[src/rtl/sipo_deserializer.sv]
// sipo_deserializer: assembles N serial bits into a word and holds it in a
// one-word output buffer behind a valid/ready handshake.
module sipo_deserializer #(
    parameter int N = 8,
    parameter bit MSB_FIRST = 1'b1,
    localparam int CW = (N > 1) ? $clog2(N) : 1
) (
    input  logic          clk,
    input  logic          reset,
    input  logic          n_clr,
    input  logic          s_in,
    input  logic          s_valid,
    output logic          s_ready,
    output logic [N-1:0]  dout,
    output logic          dout_valid,
    input  logic          dout_ready,
    output logic [CW-1:0] bit_cnt
);
    typedef enum logic {EMPTY, FULL} state_t;
    state_t state;
    logic [N-1:0] sr;
    logic [N-1:0] nxt;
    logic hold;
    logic last;
    logic acc;
    generate
        if (N == 1) begin : g_one
            assign nxt = s_in;
        end else if (MSB_FIRST) begin : g_msb
            assign nxt = {sr[N-2:0], s_in};
        end else begin : g_lsb
            assign nxt = {s_in, sr[N-1:1]};
        end
    endgenerate
    assign last = (bit_cnt == CW'(N - 1));
    assign dout_valid = (state == FULL);
    // Only the word-completing bit stalls on a full, unconsumed buffer.
    assign s_ready = ~hold & n_clr & ~(dout_valid & ~dout_ready & last);
    assign acc = s_valid & s_ready;
    always_ff @(posedge clk or posedge reset) begin
        if (reset) begin
            sr      <= '0;
            bit_cnt <= '0;
            dout    <= '0;
            state   <= EMPTY;
            hold    <= 1'b1;
        end else begin
            hold <= 1'b0;
            if (!n_clr) begin
                sr      <= '0;
                bit_cnt <= '0;
                dout    <= '0;
                state   <= EMPTY;
            end else begin
                if (acc) begin
                    sr      <= nxt;
                    bit_cnt <= last ? '0 : bit_cnt + 1'b1;
                end
                if (acc && last) begin
                    dout  <= nxt;
                    state <= FULL;
                end else if (dout_valid && dout_ready) begin
                    state <= EMPTY;
                end
            end
        end
    end
endmodule

[config.mk]
export PLATFORM = sky130hd
export DESIGN_NAME = sipo_deserializer
export DESIGN_NICKNAME = d
export VERILOG_FILES = /design/src/rtl/sipo_deserializer.sv
export SDC_FILE = /design/constraint.sdc
export NUM_CORES = 1
export LEC_CHECK = 0
export CAP_MARGIN = 10
export CORE_MARGIN = 5
export CORE_UTILIZATION = 48
export DETAILED_ROUTE_END_ITERATION = 6
export GPL_TIMING_DRIVEN = 0
export PLACE_DENSITY = 0.86
export REMOVE_ABC_BUFFERS = 1
export SETUP_SLACK_MARGIN = 0.02
export SLEW_MARGIN = 20
export SYNTH_ARGS = -nofsm -noshare
export SYNTH_HDL_FRONTEND = slang
export SYNTH_SLANG_ARGS = --single-unit
[constraint.sdc]
create_clock -name clk -period 1.7 [get_ports clk]
set_input_delay 0.17 -clock clk [delete_from_list [all_inputs] [get_ports clk]]
set_output_delay 0.17 -clock clk [all_outputs]
set_load 0.05 [all_outputs]
==> results.txt <==
----------------------------------------------------
[Detailed routing]
  Count of routing violations after the opening detailed-route iteration ... 27
  DR vias/cell ... 4.992
  Post-detailed-routing wire length ... between 1500 and 2000 um
  Post-detailed-route wirelength per cell ... ~14 um
  Residual DRC ... 0
  Post-DRT Antenna Nets ... 0
  Number of vias in the routed layout ... between 600 and 700
  Pre-Repair DR Iteration Count ... 4

[CTS]
  TritonCTS clock tree ... done
  Clock-pin slew on the worst setup and hold paths ... 0.11 ns
  Deepest clock path buffer count ... 2
  TritonCTS Buffers ... 3
  Insertion delay to the later sink of the worst-skew pair ... between 0.3 and 0.4 ns
  Clock Tree Root ... clkbuf_4
  H-tree depth ... 1
  Hold_buf cts ... 0
  CTS sink count ... 20

[Power]
  Pwr/cell area ... around 720 nW/um^2
  Clock group share of total power ... between 30% and 40%
  Leakage power of the design ... ~0.77 nW
  Switch Pwr ... ~0.00020 W
  Sequential share of power ... 57.4%
  Switching portion of total power ... a little under a quarter
  Comb power frac ... under 10%
  Internal power of the cells ... between 0.0006 and 0.0007 W
  Total Power Consumption ... 0.0008443 W
  Max IR drop VDD ... roughly 470 uV

[Placement]
  Area of placed instances ... 1069 um^2
  GPL Wtd Cong ... approximately 0.7
  IO buf count ... 18
  Detailed Place HPWL ... between 1000 and 1500 um

[Floorplan]
  Initial standard-cell utilization of the core ... about 51%
  Number of placed I/O pins ... 19
  Placeable core region ... 1727 um^2
  Total number of placement rows ... 15
  Die area ... between 2000 and 3000 um^2
  Die Y ... approximately 53 um
  Die outline width ... roughly 53 um

[Run status]
  Failing checks ... setup timing
  Status ... complete, but fails checks

[STA]
  Slack of the critical path ... -0.03510 ns
  Number of slew-limit violations in the final report ... 0
  Shortest period the worst path allows ... 1.735 ns
  Max-Slew Margin vs Limit ... approximately half
  Fmax ... 576.3 MHz
  Share of the clock period used by the worst path after layout ... 102.1%
  Final sum of negative setup slack ... -0.03510 ns
  Endpoints failing hold ... 0
  # setup viols final ... 1
  Setup repair after global routing missed its margin ... true
  Transition at the pin with the smallest max-transition slack ... about 0.74 ns
  Worst clock skew on the final layout ... between 0.003 and 0.004 ns

[Logic synthesis]
  Cell count after synthesis ... 73
  Flop and latch count out of synthesis ... 20
  Distinct cell type count after synthesis ... 18
  Synthesized area per cell ... roughly 12 um^2
  Share of synthesized area occupied by flip-flops and latches ... 57.29%
  Post-synthesis instance area ... approximately 880 um^2
  Warnings, synthesis ... 0

[Layout]
  Layout cell share with drive strength beyond 1 ... around 16%
  Commonest cells after routing, fill and taps aside ... dfrtp_1 (19), nand2_1 (18), mux2i_1 (17), dlymetal6s2s_1 (8), clkdlybuf4s50_1 (5)
  Signed area change from the synthesized netlist to the final layout ... 33.14%
  Most frequent standard cell in the layout excluding fill and tap cells ... dfrtp_1
  Final net count ... roughly 110
  Number of diodes ... 0
  Finished Cell Area ... about 1200 um^2

[Critical path]
  Critical Path End Type ... output pin
  End of the worst register-to-register path ... dout[4]
  Worst Path Class, Setup ... reg -> out
  Startpoint type of the worst setup path ... flip-flop
  Required time of the critical path ... roughly 1.5 ns
  Worst setup startpoint ... bit_cnt[1]
  Register-to-Register Setup Slack ... 0.25 ns
  Worst R2R Path Depth ... 5
  Arrival time reported for the critical path endpoint ... ~1.6 ns
  Worst-path fanout max ... 3
  Startpoint of the worst register-to-register path ... bit_cnt[1]
  End point of the critical path ... s_ready

[Flow run]
  Max-capacitance violation count ... 0

[GRT]
  First-pass GRT wire length ... approximately 2700 um
  Initial antenna violation count ... 0
  Via count of the first global-routing pass ... 605
  Largest net degree at the start of global routing ... 23
  Gr ovfl total ... 0
  Global-route total usage across every layer ... between 10% and 20%

[Min path]
  HP Class ... in -> async

----------------------------------------------------
## critical path: stages, from the launching register on
cell,delay [ns]
dfrtp_1,0.40
ha_2,0.21
ha_4,0.17
nand3b_1,0.13
and3b_1,0.19
buf_6,0.16
## worst min path at each step
| stage | start | endpoint | slack [ns] | cells past startpoint |
|---|---|---|---|---|
| 5_1_grt | reset | dout[6] | 0.33 | 2 |
| 6_report | reset | sr[1] | 0.28 | 2 |
| 3_3_place_gp | dout[7] | dout[7] | 0.51 | 2 |
| 3_5_place_dp | dout[6] | dout[6] | 0.52 | 2 |
| 4_1_cts | reset | dout[6] | 0.29 | 2 |
| 2_1_floorplan | reset | bit_cnt[0] | 0.13 | 1 |
## registers in the layout (all words and copies together), names as in the netlist
name        cells
dout            8
sr              7
bit_cnt         3
dout_valid      1
hold            1
## layout make-up
cell class / instances / area, um^2
multi-input combinational: 47 / 359.1
sequential: 20 / 501.7
timing repair buffer: 22 / 226.5
inverter: 3 / 11.26
fill: 146 / 560.5
clock buffer: 4 / 36.28
tap: 25 / 31.28
## synth_stat cells
master | instances | area, um^2
inv_1 | 3 | 11.26
conb_1 | 1 | 3.750
dfrtp_1 | 19 | 475.5
clkbuf_1 | 2 | 7.510
nand2_4 | 1 | 11.26
mux2i_1 | 17 | 170.2
dfstp_2 | 1 | 26.28
nand2_1 | 18 | 67.56
buf_6 | 1 | 11.26
a31o_1 | 1 | 8.760
nand3b_1 | 1 | 7.510
nand2b_1 | 1 | 6.260
nand3_2 | 1 | 10.01
nor3b_1 | 1 | 7.510
a21boi_1 | 1 | 7.510
ha_1 | 2 | 25.02
and3b_1 | 1 | 8.760
and3b_2 | 1 | 10.01
## power groups by stage
stage | combinational (W) | clock (W) | sequential, W
floorplan | 0.0000306 | 0 | 0.000505
global placement | 0.0000730 | 0 | 0.000494
detailed placement | 0.0000739 | 0 | 0.000495
CTS | 0.0000780 | 0.000291 | 0.000485
global route | 0.0000869 | 0.000313 | 0.000485
finish | 0.0000795 | 0.000280 | 0.000485
## repair_timing
action | 4_1_cts | 5_1_grt
setup buffers | 2 | 2
gates resized for setup | 13 | 9
cloned | 0 | 0
pin swaps | 1 | 1
setup endpoints to repair | 14 | 9
endpoints found under the hold margin | 0 | 0
## cell families after synthesis
family                   count (synthesis)  share of synthesized area (%)
multiplexers                            17                          19.43
flip-flops                              20                          57.29
other                                    1                         0.4282
AND/OR/NAND/NOR                         25                          14.72
adder cells (fa/ha/maj)                  2                          2.857
AO/OA/AOI/OAI                            2                          1.858
buffers and inverters                    6                          3.429
## metrics by stage
stage,worst slack (ns),utilization (%),instances,hold slack [ns]
floorplan,-0.1546,-,70,0.1331
global placement,-0.6428,61.88,113,0.5117
detailed placement,-0.6348,61.88,113,0.5213
CTS,-0.05094,64.93,119,0.2950
global route,-0.1219,67.54,121,0.3271
finish,-0.03510,67.54,121,0.2769
## routing by layer
layer | GRT usage (%) | vias up | wire length [um]
li1 | - | 285 | -
met1 | 16.40 | 297 | 731
met2 | 22.73 | 17 | 865
met3 | 2.564 | 5 | 86
met4 | 11.49 | 0 | 58
met5 | 0 | - | 0
Power figures use the tool's default switching activity.
